===== config.mk =====
export PLATFORM = sky130hd
export DESIGN_NAME = ro_freq_counter
export DESIGN_NICKNAME = d
export VERILOG_FILES = /design/src/rtl/ro_counter_pkg.sv /design/src/rtl/ro_edge_channel.sv /design/src/rtl/ro_freq_counter.sv
export SDC_FILE = /design/constraint.sdc
export NUM_CORES = 1
export LEC_CHECK = 0
export CORE_MARGIN = 1.5
export CORE_UTILIZATION = 50
export DETAILED_ROUTE_END_ITERATION = 8
export DONT_BUFFER_PORTS = 1
export PLACE_DENSITY = 0.63
export SYNTH_ARGS = -nofsm -noshare
export SYNTH_HDL_FRONTEND = slang
export SYNTH_SLANG_ARGS = --single-unit
export TNS_END_PERCENT = 30

===== constraint.sdc =====
create_clock -name clk -period 9 [get_ports clk]
set_clock_uncertainty 0.15 [all_clocks]
set_input_delay 1.35 -clock clk [delete_from_list [all_inputs] [get_ports clk]]
set_output_delay 1.35 -clock clk [all_outputs]
set_load 0.02 [all_outputs]

===== src/rtl/ro_counter_pkg.sv =====
// ro_counter_pkg: shared FSM state encoding and default sizing for the ring-oscillator frequency counter.
package ro_counter_pkg;
   localparam int CH_DEF     = 4;
   localparam int W_DEF      = 16;
   localparam int GATE_W_DEF = 20;
   typedef logic [1:0] state_t;
   localparam state_t IDLE  = 2'd0;
   localparam state_t ARM   = 2'd1;
   localparam state_t GATE  = 2'd2;
   localparam state_t LATCH = 2'd3;
endpackage


===== src/rtl/ro_edge_channel.sv =====
// ro_edge_channel: synchronise one ring-oscillator output and count its rising edges with saturation.
module ro_edge_channel #(
   parameter int W = 16
) (
   input  logic         clk,
   input  logic         rst,
   input  logic         ro,
   input  logic         clear,
   input  logic         en,
   output logic [W-1:0] cnt,
   output logic         sat
);
   logic [1:0]   sync_q, sync_d;
   logic         edge_q, edge_d;
   logic [W-1:0] cnt_q, cnt_d;
   logic         sat_q, sat_d;
   logic         hit, full;
   always_comb begin
      sync_d = {sync_q[0], ro};
      edge_d = sync_q[1];
      hit    = en & sync_q[1] & ~edge_q;
      full   = &cnt_q;
      cnt_d  = clear ? '0 : (hit & ~full) ? cnt_q + W'(1) : cnt_q;
      // sat marks an edge lost because the counter was already pinned at all-ones
      sat_d  = clear ? 1'b0 : sat_q | (hit & full);
   end
   always_ff @(posedge clk or posedge rst) begin
      if (rst) begin
         sync_q <= '0;
         edge_q <= 1'b0;
         cnt_q  <= '0;
         sat_q  <= 1'b0;
      end else begin
         sync_q <= sync_d;
         edge_q <= edge_d;
         cnt_q  <= cnt_d;
         sat_q  <= sat_d;
      end
   end
   assign cnt = cnt_q;
   assign sat = sat_q;
endmodule


===== src/rtl/ro_freq_counter.sv =====
// ro_freq_counter: multi-channel gated ring-oscillator frequency counter with start/done handshake.
module ro_freq_counter
   import ro_counter_pkg::*;
#(
   parameter int CH     = CH_DEF,
   parameter int W      = W_DEF,
   parameter int GATE_W = GATE_W_DEF
) (
   input  logic              clk,
   input  logic              rst,
   input  logic              start,
   input  logic [GATE_W-1:0] gate_len,
   input  logic [CH-1:0]     ro_in,
   output logic              busy,
   output logic              done,
   output logic [CH*W-1:0]   count,
   output logic [CH-1:0]     sat
);
   state_t            state_q, state_d;
   logic [GATE_W-1:0] gate_q, gate_d;
   logic              done_q, done_d;
   logic [CH*W-1:0]   count_q, count_d;
   logic [CH-1:0]     sat_q, sat_d;
   logic [CH*W-1:0]   cnt_all;
   logic [CH-1:0]     sat_all;
   logic              arm, gating, accept;
   assign arm    = state_q == ARM;
   assign gating = state_q == GATE;
   assign accept = (state_q == IDLE) & start;
   for (genvar i = 0; i < CH; i++) begin : g_ch
      ro_edge_channel #(.W(W)) u_ch (
         .clk   (clk),
         .rst   (rst),
         .ro    (ro_in[i]),
         .clear (arm),
         .en    (gating),
         .cnt   (cnt_all[i*W +: W]),
         .sat   (sat_all[i])
      );
   end
   always_comb begin
      state_d = (state_q == IDLE) ? (start ? ARM : IDLE) :
                (state_q == ARM)  ? GATE :
                (state_q == GATE) ? ((gate_q == GATE_W'(1)) ? LATCH : GATE) : IDLE;
      // the gate counter is loaded on acceptance and holds through ARM, so GATE lasts exactly L cycles
      gate_d  = accept ? ((gate_len == '0) ? GATE_W'(1) : gate_len) :
                gating ? gate_q - GATE_W'(1) : gate_q;
      done_d  = state_q == LATCH;
      count_d = done_d ? cnt_all : count_q;
      sat_d   = done_d ? sat_all : sat_q;
   end
   always_ff @(posedge clk or posedge rst) begin
      if (rst) begin
         state_q <= IDLE;
         gate_q  <= '0;
         done_q  <= 1'b0;
         count_q <= '0;
         sat_q   <= '0;
      end else begin
         state_q <= state_d;
         gate_q  <= gate_d;
         done_q  <= done_d;
         count_q <= count_d;
         sat_q   <= sat_d;
      end
   end
   assign busy  = state_q != IDLE;
   assign done  = done_q;
   assign count = count_q;
   assign sat   = sat_q;
endmodule


Word-level counts from Yosys, hierarchy flattened
Cells that the tools add are included.
Widths: inputs -> output; s select.
{"block": "classes", "addsub": 5, "eq_ne": 4, "mux": 20, "bitwise": 29, "reduce_logical": 12}
{"op": "$mux 16", "n": 8}
{"op": "$add 16x1->16 const B", "n": 4}
{"op": "$reduce_and 16->1", "n": 4}
{"op": "$mux 20", "n": 3}
{"op": "$eq 20x1->1 const B", "n": 1}
{"op": "$logic_not 20->1", "n": 1}
{"op": "$sub 20x1->20 const B", "n": 1}
{"op": "$and 1x1->1", "n": 17}
{"op": "$reduce_bool 2->1", "n": 6}
{"op": "$not 1->1", "n": 8}
{"op": "$mux 1", "n": 6}
{"op": "$mux 2", "n": 3}
{"op": "$eq 2x2->1 const B", "n": 2}
{"op": "$or 1x1->1", "n": 4}
{"op": "$eq 2x1->1 const B", "n": 1}
{"op": "$logic_not 2->1", "n": 1}
{"block": "totals", "regBits": 171, "output_inout_bits": 70, "word_cells": 91}

Longest topological paths before layout
Gate-level depths: netlist of the first run.
{"block": "depth", "depth_word": 6, "mapped_depth": 8, "ltp_nobuf": 6}

By module
A second synthesis of the first run with hierarchy kept.
{"block": "hier_totals", "cells_unflattened": 726, "hier_area_um2": 8370.5}
{"mod": "ro_edge_channel", "n_inst": 4, "cells_each": 108, "area_per_inst_um2": 1121.1, "seq_area_each_um2": 500.5}
{"mod": "ro_freq_counter", "n_inst": 1, "cells_each": 294, "area_per_inst_um2": 3886.2, "seq_area_each_um2": 2277.2}

Worst setup path after synthesis of the first run
No wires, ideal clock.
{"block": "synth_path", "path_type": "input -> register", "start": "input port gate_len[11]", "end": "register gate_q[10]", "t_arrival_ns": 2.077, "required_ns": 8.712, "path_slack_ns": 6.635, "path_stages": 4, "path_buffers": 0, "cell_sequence": "nor4_1 nand3_1 o21ai_0 o22ai_1"}
{"block": "synth_via", "elab_chain_len": 3}
{"element": "start, declared", "line_no": "ro_freq_counter.sv:12", "rtl": "input logic [GATE_W-1:0] gate_len,"}
{"element": "$logic_not 20->1", "line_no": "ro_freq_counter.sv:46", "rtl": "gate_d = accept ? ((gate_len == '0) ? GATE_W'(1) : gate_len) :"}
{"element": "$mux 20 (2 in series)", "line_no": "ro_freq_counter.sv:46"}
{"element": "end signal, assigned", "line_no": "ro_freq_counter.sv:61", "rtl": "gate_q <= gate_d;"}
{"element": "end, declared", "line_no": "ro_freq_counter.sv:20", "rtl": "logic [GATE_W-1:0] gate_q, gate_d;"}
Every way passes these cells.
A chain may end at the register's enable or synchronous reset.

Worst setup path after layout of the first run
{"block": "layout_path", "start": "register state_q[0]", "end": "register g_ch[2].u_ch.cnt_q[11]"}
{"block": "layout_via", "elab_chain_len": 5, "elab_cells_between_ends": 7, "classes_between": "eq/ne (2); mux (1); bitwise (3); reduce/logical (1)"}
{"element": "start, declared", "line_no": "ro_freq_counter.sv:19", "rtl": "state_t state_q, state_d;"}
{"element": "start signal, assigned", "line_no": "ro_freq_counter.sv:60", "rtl": "state_q <= state_d;"}
{"element": "$eq 2x2->1", "line_no": "ro_freq_counter.sv:28", "rtl": "assign gating = state_q == GATE;"}
{"element": "$and 1x1->1 (2 in series)", "line_no": "ro_edge_channel.sv:21", "rtl": "hit = en & sync_q[1] & ~edge_q;"}
{"element": "$and 1x1->1", "line_no": "ro_edge_channel.sv:23", "rtl": "cnt_d = clear ? '0 : (hit & ~full) ? cnt_q + W'(1) : cnt_q;"}
{"element": "$reduce_bool 2->1 (no line)"}
{"element": "end signal, assigned", "line_no": "ro_edge_channel.sv:36", "rtl": "cnt_q <= cnt_d;"}
{"element": "end, declared", "line_no": "ro_edge_channel.sv:15", "rtl": "logic [W-1:0] cnt_q, cnt_d;"}
Several ways; a longest one is shown, not always the timed one.

==> results of run 1 <==
==> path summary, 6_finish.rpt <==
path | end | start | slack [ns] | depth (start not counted)
min in group asynchronous | count[0] | rst | 0.85 | 1
max reg2reg | g_ch[2].u_ch.cnt[11] | state_q[0] | 5.82 | 6
max in group asynchronous | g_ch[2].u_ch.cnt[0] | rst | 6.60 | 2
max | g_ch[2].u_ch.cnt[11] | state_q[0] | 5.82 | 6
min reg2reg | g_ch[3].u_ch.sync_q[1] | g_ch[3].u_ch.sync_q[0] | 0.20 | 0
min | g_ch[3].u_ch.sync_q[1] | g_ch[3].u_ch.sync_q[0] | 0.20 | 0
==> cell families (layout without fill, tap and decap cells) <==
kind of cell             Yosys count  in the layout  synth area share, %
AO/OA/AOI/OAI                    138            138                10.77
XOR/XNOR                          10             10                1.091
adder cells (fa/ha/maj)           10             10                1.558
buffers and inverters             54             56                2.618
flip-flops                       171            171                53.30
multiplexers                      86             86                12.02
AND/OR/NAND/NOR                  262            262                18.65
==> layout make-up <==
class / count / area [um^2]
Multi-Input combinational cell: 506 / 3555
Sequential cell: 171 / 4279
Timing Repair Buffer: 3 / 22.52
Clock inverter: 13 / 96.34
Fill cell: 1392 / 7020
Clock buffer: 19 / 442.9
Inverter: 21 / 83.83
Tap cell: 216 / 270.3
==> flip-flops by register name, indices dropped and copies added (netlist names), 2 cells and up <==
register and cells:
gate_q 20, state_q 2, g_ch.u_ch.edge_q 4, count 64
g_ch.u_ch.cnt 64, g_ch.u_ch.sync_q 8, sat 4, g_ch.u_ch.sat 4
==> metrics by stage <==
| stage | setup slack, ns | utilization, % | area, um^2 | cells |
|---|---|---|---|---|
| finish | 5.818 | 55.48 | 8750 | 949 |
| global route | 5.574 | 55.48 | 8750 | 949 |
| CTS | 5.789 | 55.48 | 8750 | 949 |
| detailed placement | 5.788 | 52.06 | 8210 | 917 |
| global placement | 5.937 | 52.06 | 8210 | 917 |
| floorplan | 2.868 | - | 8029 | 731 |
==> cells in the final DEF (no fill, tap or decap), drive strengths merged, types with 7 or more instances in the layout <==
cell type	count
nand3	27
or4	28
xor2	8
clkinv	7
nand2	44
nor4	16
a31oi	11
mux2	83
nor2	43
o41ai	9
ha	10
clkbuf	19
nor2b	13
o31ai	27
o311ai	7
or3	16
nand4	21
inv	23
o21ai	24
nor3	13
dfrtp	171
a21oi	48
==> power groups by stage <==
stage	combinational (mW)	sequential (mW)	clock, mW
6_report	0.127	0.879	0.669
5_1_grt	0.147	0.887	0.719
4_1_cts	0.129	0.878	0.685
3_5_place_dp	0.128	0.893	0
3_3_place_gp	0.122	0.889	0
2_1_floorplan	0.106	0.871	0
==> routing by layer <==
layer / vias up / part of all wire [%]
li1: 2723 / -
met1: 2879 / 44
met2: 145 / 48
met3: 18 / 5.6
met4: 0 / 1.4
met5: - / 0
==> metrics, run 1 <==
Routability Congestion about 0.81; Cell Area, Synth about 8000 um^2; vias per cell slightly above 6; worst rel slew slack ~13%; final setup fails 0; Fin Hold WS 0.1963 ns; combinational share of power approximately 7.6%; Core Box Area 15,770 um^2; max_cap viols 0; met3 Use GR 5.494%; yosys warns 0; most frequent cell on the critical path or4_1; overall power approximately 1.7 mW; switching share of total power between 20% and 30%; IO Count just under 100; outcome complete, no violations; fin crit period between 3 and 4 ns; CTS resizes 0; buffer and inverter count on the worst path 1; grt ovf 0; Yosys top cell area share a little over half; Data arrival, critical path about 3.4 ns; CP cell instances inv_1, ha_1, nand3b_1, or4_1, or4_1, a21oi_1; Synth area leader dfrtp_1; dominant cells by area after synthesis dfrtp_1 53%, mux2_2 12%, a21oi_1 3.0%; gr busiest metal met2; clock power share 40.0%; worst-skew pair later-pin latency between 0.4 and 0.5 ns; average wire per standard cell 17.71 um; # diodes 0; DRC viols 0; type of destination of the critical path flop; PD cells approximately 190 nW/um^2; Horiz. Die Dim roughly 130 um; WL final 16,810 um; Primary FF master, synth dfrtp_1; initial antenna violation count 0; Std-Cell Rows between 40 and 50; Cells after Synth roughly 730; Fin. Hold Viols 0; first-pass GRT wire length 27,870 um; die area approximately 17,000 um^2; Hold Crit Class flop to flop; most frequent cell after synthesis dfrtp_1; number of synthesized flops with an enable pin 0; H-tree levels 4; Worst Tran Pin Value approximately 1.3 ns; Crit path required time about 9.2 ns; Vert. Die Dim around 130 um; DRT antenna net count 0; TritonCTS Buffers 17; synthesized flop and latch total 171; Peak supply drop 0.1344 mV; crit-path leading delay family simple AND/OR/NAND/NOR gates; Int Power between 1 and 1.5 mW; M1 GR Usage between 20 and 30%; Max clock buf depth 2; Flop pwr share a little over half; crit start category flop; largest net degree at the start of global routing 117; Final Cycle Share a little over a third; RSZ-0062 raised after global routing false; number of global-route vias before repair 5,668; Async SR Flop Fraction between 90% and 100%; Seq/Total Area, Yosys roughly 53%; Max Slew Vio Count 0; Syn Area/Cell between 10 and 15 um^2; area grow syn2layout 8.976%; kind of critical path flop to flop; CTS root buf clkbuf_16; total number of vias roughly 5,800; peak fanout along the critical path 19; drt first pass iters 5; CTS tree yes; share of cells above drive strength 1 between 10% and 20%; CTS Hold Bufs 0; Mapped Nets roughly 770; total setup buffers inserted after CTS 0; final HPWL from detailed placement 11,000 um; slowest CP cell or4_1; CTS clk-pin slew, worst paths 0.07 ns; # nets final 757; setup_tns 0 ns; Iter 0 DRT Violations ~350; Initial Utilization 50.91%; CTS Sinks about 170; M2 GR Usage approximately a third; CP max stage delay approximately 0.74 ns; Switch Pwr 0.4440 mW; GRT Total Usage 20.84%; Yosys cell types 49; fmax between 0.3 and 0.4 GHz; Synth top cells by count 171 x dfrtp_1, 83 x mux2_2, 48 x a21oi_1, 44 x nand2_1, 43 x nor2_1; IO buf count 0; Leak Pwr ~3.6 nW
No activity file was read; power rests on OpenSTA's default activity.
==> run 2, diff against run 1 <==
==> constraint.sdc (replaced) <==
create_clock -name clk -period 3.1 [get_ports clk]
set_clock_uncertainty 0.15 [all_clocks]
set_input_delay 0.465 -clock clk [delete_from_list [all_inputs] [get_ports clk]]
set_output_delay 0.465 -clock clk [all_outputs]
set_load 0.02 [all_outputs]
==> metrics, run 2 (synthesis results as in run 1) <==
placed cell areas 8297 um^2 (was 8210 um^2); combinational share of power 7.5% (was 7.6%); M2 GR Usage 33.83% (was 33.24%); fin crit period 2.839 ns (was 3.182 ns); peak fanout along the critical path 13 (was 19); reg2reg setup slack 0.26 ns (was 5.82 ns); Max Slew Vio Count 0 (unchanged); Crit path required time 3.25 ns (was 9.20 ns); worst reg2reg path startpoint state_q[0] (unchanged); Vert. Die Dim 129.7 um (unchanged); Worst Hold Depth 2 (was 0); CP cell instances inv_1, ha_1, buf_4, and3b_1, nand4_1, nor4b_1, mux2_2 (was inv_1, ha_1, nand3b_1, or4_1, or4_1, a21oi_1); gr busiest metal met2 (unchanged); CTS tree yes (unchanged); WL final 16,510 um (was 16,810 um); Fill cells 1,364 (was 1,392); hold_sp gate_len[1] (was g_ch[3].u_ch.sync_q[0]); number of global-route vias before repair 5,624 (was 5,668); CP max stage delay 0.43 ns (was 0.74 ns); most common cell after layout, fill and taps aside dfrtp_1 (unchanged); Final Cycle Share 91.59% (was 35.36%); Flop pwr share 51.0% (was 52.5%); CTS root buf clkbuf_16 (unchanged); Initial Utilization 50.91% (unchanged); clock power share 41.4% (was 40.0%); DRC viols 0 (unchanged); DRT antenna net count 0 (unchanged); IO Count 97 (unchanged); CTS Sinks 171 (unchanged); average wire per standard cell 17.11 um (was 17.71 um); Leak Pwr 3.728 nW (was 3.628 nW); Max clock buf depth 2 (unchanged); IO buf count 0 (unchanged); RSZ-0062 raised after global routing false (unchanged); total number of vias 5,818 (was 5,765); r2r endpoint g_ch[3].u_ch.cnt[15] (was g_ch[2].u_ch.cnt[11]); worst-skew pair later-pin latency 0.42 ns (was 0.43 ns); worst rel slew slack 35.59% (was 13.00%); FF-to-FF path depth 7 (was 6); Switch Pwr 1.204 mW (was 0.4440 mW); Routability Congestion 0.8388 (was 0.8148); CTS resizes 0 (unchanged); crit start category flop (unchanged); Design Area, Final 8934 um^2 (was 8750 um^2); die area 16,830 um^2 (unchanged); max_cap viols 0 (unchanged); final HPWL from detailed placement 11,060 um (was 11,000 um); Hold Path Sink gate_q[1] (was g_ch[3].u_ch.sync_q[1]); Horiz. Die Dim 129.7 um (unchanged); slowest CP cell dfrtp_1 (was or4_1); TritonCTS Buffers 17 (unchanged); outcome complete, no violations (unchanged); Int Power 3.792 mW (was 1.231 mW); crit-path leading delay family simple AND/OR/NAND/NOR gates (unchanged); M1 GR Usage 26.63% (was 27.78%); most frequent cells in the layout 171 x dfrtp_1, 83 x mux2_2, 48 x a21oi_1 (unchanged); buffer and inverter count on the worst path 2 (was 1); # diodes 0 (unchanged); Std-Cell Rows 46 (unchanged); # nets final 774 (was 757); setup_tns 0 ns (unchanged); switching share of total power 24.10% (was 26.50%); Peak supply drop 0.3736 mV (was 0.1344 mV); PD cells 559.2 nW/um^2 (was 191.5 nW/um^2); Worst Tran Pin Value 0.9661 ns (was 1.293 ns); kind of critical path flop to flop (unchanged); Core Util, Final 56.65% (was 55.48%); drt first pass iters 4 (was 5); Hold Crit Class input pin to flop (was flop to flop); Fin Hold WS 0.02110 ns (was 0.1963 ns); vias per cell 6.029 (was 6.075); share of cells above drive strength 1 18.16% (was 17.87%); area grow syn2layout 11.27% (was 8.976%); met3 Use GR 5.453% (was 5.494%); GRT Total Usage 20.79% (was 20.84%); Core Box Area 15,770 um^2 (unchanged); final setup fails 0 (unchanged); initial antenna violation count 0 (unchanged); first-pass GRT wire length 27,650 um (was 27,870 um); fmax 0.3522 GHz (was 0.3142 GHz); Iter 0 DRT Violations 440 (was 354); worst slack at placement 0.3017 ns (was 5.788 ns); Fin. Hold Viols 0 (unchanged); H-tree levels 4 (unchanged); grt ovf 0 (unchanged); type of destination of the critical path flop (unchanged); PnR worst setup slack 0.2606 ns (was 5.818 ns); CTS clk-pin slew, worst paths 0.06 ns (was 0.07 ns); largest net degree at the start of global routing 135 (was 117); Data arrival, critical path 2.99 ns (was 3.38 ns)
run 2: cell types whose count changed in the layout (fill, tap and decap cells not counted), moves of 2 or more:
cell and delta:
buf_4 +9, dlygate4sd3_1 +7, clkbuf_1 +4, bufinv_16 +3
clkinv_4 -3, clkinvlp_4 -2, inv_6 -2
run 2: power groups by stage:
stage               logic [mW]  registers, mW  clock network, mW
floorplan                0.309           2.53                  0
global placement         0.358           2.58                  0
detailed placement       0.375           2.59                  0
CTS                      0.384           2.55               2.13
global route             0.438           2.58               2.23
finish                   0.376           2.55               2.07
run 2: how the worst max path moves through the flow:
| stage | startpoint | to | slack (ns) | cells past startpoint |
|---|---|---|---|---|
| after floorplan | rst | count[0] | 0.30 | 1 |
| after global placement | state_q[0] | g_ch[3].u_ch.cnt[15] | 0.43 | 7 |
| after detailed placement | state_q[0] | g_ch[3].u_ch.cnt[15] | 0.30 | 7 |
| after CTS | state_q[0] | g_ch[3].u_ch.cnt[15] | 0.26 | 7 |
| after global routing | state_q[0] | g_ch[3].u_ch.cnt[15] | 0.03 | 7 |
| final | state_q[0] | g_ch[3].u_ch.cnt[15] | 0.26 | 7 |
run 2: through the flow:
stage / instances / total power [mW]
4_1_cts: 965 / 5.067
2_1_floorplan: 731 / 2.838
3_3_place_gp: 927 / 2.939
5_1_grt: 965 / 5.249
6_report: 965 / 4.996
3_5_place_dp: 927 / 2.964
run 2: cell type report:
class                   instances  area [um^2]  area share, %
well taps                     216        270.3          3.025
multi-input cells             506         3555          39.79
inverters                      21        82.58         0.9244
clock inverters                 9        122.6          1.373
repair buffers                 20        180.2          2.017
flip-flops and latches        171         4279          47.90
clock buffers                  22        444.2          4.972
run 2: worst reg2reg max path: stages (launching register included):
cell	delay, ns
dfrtp_1	0.43
inv_1	0.12
ha_1	0.33
buf_4	0.24
and3b_1	0.26
nand4_1	0.42
nor4b_1	0.41
mux2_2	0.37
run 2: timing repair:
item                                    in CTS  in global routing
endpoints found under the setup margin       0                  0
hold buffers                                 7                  0
setup buffers                                0                  0
endpoints found under the hold margin       20                  0
run 2: metal layers:
layer,vias to the layer above,wire [um]
met5,-,0
met4,0,303
met3,26,880
met2,140,8015
met1,2890,7312
li1,2762,-
==> run 3, diff against run 2 <==
--- a/config.mk
+++ b/config.mk
@@ -5,7 +5,6 @@
 export SDC_FILE = /design/constraint.sdc
 export NUM_CORES = 1
 export LEC_CHECK = 0
-export CORE_MARGIN = 1.5
 export CORE_UTILIZATION = 50
 export DETAILED_ROUTE_END_ITERATION = 8
 export DONT_BUFFER_PORTS = 1
@@ -13,4 +12,3 @@
 export SYNTH_ARGS = -nofsm -noshare
 export SYNTH_HDL_FRONTEND = slang
 export SYNTH_SLANG_ARGS = --single-unit
-export TNS_END_PERCENT = 30
==> metrics, run 3 (synthesis results as in run 1) <==
share of cells above drive strength 1 18.75% (was 18.16%); Crit path required time 3.31 ns (was 3.25 ns); fin crit period 2.754 ns (was 2.839 ns); most common cell after layout, fill and taps aside dfrtp_1 (unchanged); Flop pwr share 48.0% (was 51.0%); Initial Utilization 52.04% (was 50.91%); hold_sp gate_len[3] (was gate_len[1]); Inst Count DP 921 (was 927); first-pass GRT wire length 28,570 um (was 27,650 um); drt first pass iters 5 (was 4); CTS root buf clkbuf_16 (unchanged); Max clock buf depth 2 (unchanged); CTS clk-pin slew, worst paths 0.07 ns (was 0.06 ns); non-filler cells, final 963 (was 965); Final Cycle Share 88.84% (was 91.59%); Routability Congestion 0.8277 (was 0.8388); DRT antenna net count 0 (unchanged); slowest CP cell or4b_1 (was dfrtp_1); Worst Tran Pin Value 0.9704 ns (was 0.9661 ns); Worst Hold Depth 2 (unchanged); setup_tns 0 ns (unchanged); number of global-route vias before repair 5,775 (was 5,624); Iter 0 DRT Violations 354 (was 440); Hold Path Sink gate_q[3] (was gate_q[1]); H-tree levels 4 (unchanged); PD cells 587.8 nW/um^2 (was 559.2 nW/um^2); Data arrival, critical path 2.96 ns (was 2.99 ns); RSZ-0062 raised after global routing false (unchanged); final setup fails 0 (unchanged); Fin. Hold Viols 0 (unchanged); buffer and inverter count on the worst path 2 (unchanged); switching share of total power 24.49% (was 24.10%); IO Count 97 (unchanged); r2r endpoint g_ch[1].u_ch.cnt[11] (was g_ch[3].u_ch.cnt[15]); # diodes 0 (unchanged); fmax 0.3631 GHz (was 0.3522 GHz); Hold Crit Class input pin to flop (unchanged); CP max stage delay 0.66 ns (was 0.43 ns); # nets final 776 (was 774); FF-to-FF path depth 7 (unchanged); peak fanout along the critical path 10 (was 13); worst rel slew slack 35.31% (was 35.59%); overall power 5.319 mW (was 4.996 mW); final HPWL from detailed placement 11,130 um (was 11,060 um); reg2reg setup slack 0.35 ns (was 0.26 ns); most frequent cells in the layout 171 x dfrtp_1, 83 x mux2_2, 48 x a21oi_1 (unchanged); area grow syn2layout 12.72% (was 11.27%); crit start category flop (unchanged); CP cell instances inv_1, ha_1, buf_4, nand3b_1, or4b_1, or4_1, a21oi_1 (was inv_1, ha_1, buf_4, and3b_1, nand4_1, nor4b_1, mux2_2); total number of vias 5,923 (was 5,818); TritonCTS Buffers 17 (unchanged); Vert. Die Dim 128.7 um (was 129.7 um); initial antenna violation count 0 (unchanged); Std-Cell Rows 45 (was 46); Core Box Area 15,430 um^2 (was 15,770 um^2); Horiz. Die Dim 128.7 um (was 129.7 um); die area 16,570 um^2 (was 16,830 um^2); kind of critical path flop to flop (unchanged); Leak Pwr 3.779 nW (was 3.728 nW); worst-skew pair later-pin latency 0.44 ns (was 0.42 ns); CTS Sinks 171 (unchanged); average wire per standard cell 17.64 um (was 17.11 um); IO buf count 0 (unchanged); WL final 16,990 um (was 16,510 um); Switch Pwr 1.303 mW (was 1.204 mW); Int Power 4.017 mW (was 3.792 mW); worst reg2reg path startpoint state_q[0] (unchanged); combinational share of power 7.2% (was 7.5%); largest net degree at the start of global routing 141 (was 135); DRC viols 0 (unchanged); clock power share 44.8% (was 41.4%); crit-path leading delay family simple AND/OR/NAND/NOR gates (unchanged); max_cap viols 0 (unchanged); Max Slew Vio Count 0 (unchanged); vias per cell 6.151 (was 6.029); type of destination of the critical path flop (unchanged); grt ovf 0 (unchanged); outcome complete, no violations (unchanged); GRT Total Usage 22.07% (was 20.79%); Peak supply drop 0.4240 mV (was 0.3736 mV); CTS tree yes (unchanged)
-- run 3: through the flow --
step	utilization [%]	setup slack [ns]	hold WS (ns)	instance area, um^2
after floorplan	-	0.3023	0.1812	8033
after CTS	58.66	0.3459	0.001638	9050
final	58.66	0.3459	0.01117	9050
after detailed placement	53.69	0.3561	0.1887	8283
after global routing	58.66	0.1582	0.01828	9050
after global placement	53.69	0.4545	0.1838	8283
-- run 3: layer usage --
layer  GRT usage (%)  up-vias  share of wire (%)
met4           8.235        0                1.3
met3           5.489       17                5.2
met5               0        -                  0
met1           29.59     2969                 45
met2           34.79      173                 48
li1                -     2764                  -
-- run 3: repair_timing --
action,CTS,global route
resized for setup,0,0
hold endpoints to repair,40,0
setup buffers,0,0
hold buffers,10,0
-- run 3: power groups by stage --
| stage | Clock, mW | Sequential (mW) | Combinational [mW] |
|---|---|---|---|
| 3_5_place_dp | 0 | 2.59 | 0.374 |
| 5_1_grt | 2.53 | 2.58 | 0.449 |
| 6_report | 2.38 | 2.55 | 0.384 |
| 4_1_cts | 2.43 | 2.55 | 0.390 |
| 3_3_place_gp | 0 | 2.58 | 0.358 |
| 2_1_floorplan | 0 | 2.53 | 0.309 |
-- run 3: worst max-delay path by stage --
stage | startpoint | to | slack [ns] | cells after the start
floorplan | rst | count[0] | 0.30 | 1
global placement | state_q[0] | g_ch[1].u_ch.cnt[11] | 0.45 | 7
detailed placement | state_q[0] | g_ch[1].u_ch.cnt[11] | 0.36 | 7
CTS | state_q[0] | g_ch[1].u_ch.cnt[11] | 0.35 | 7
global route | state_q[0] | g_ch[1].u_ch.cnt[11] | 0.16 | 7
finish | state_q[0] | g_ch[1].u_ch.cnt[11] | 0.35 | 7
-- run 3: area by class of cell --
| class | instances | area, um^2 |
|---|---|---|
| multi-input cells | 506 | 3555 |
| well taps | 211 | 264.0 |
| repair buffers | 22 | 202.7 |
| inverters | 21 | 82.58 |
| clock inverters | 13 | 214.0 |
| clock buffers | 19 | 452.9 |
| flip-flops and latches | 171 | 4279 |
| fillers | 1342 | 6377 |
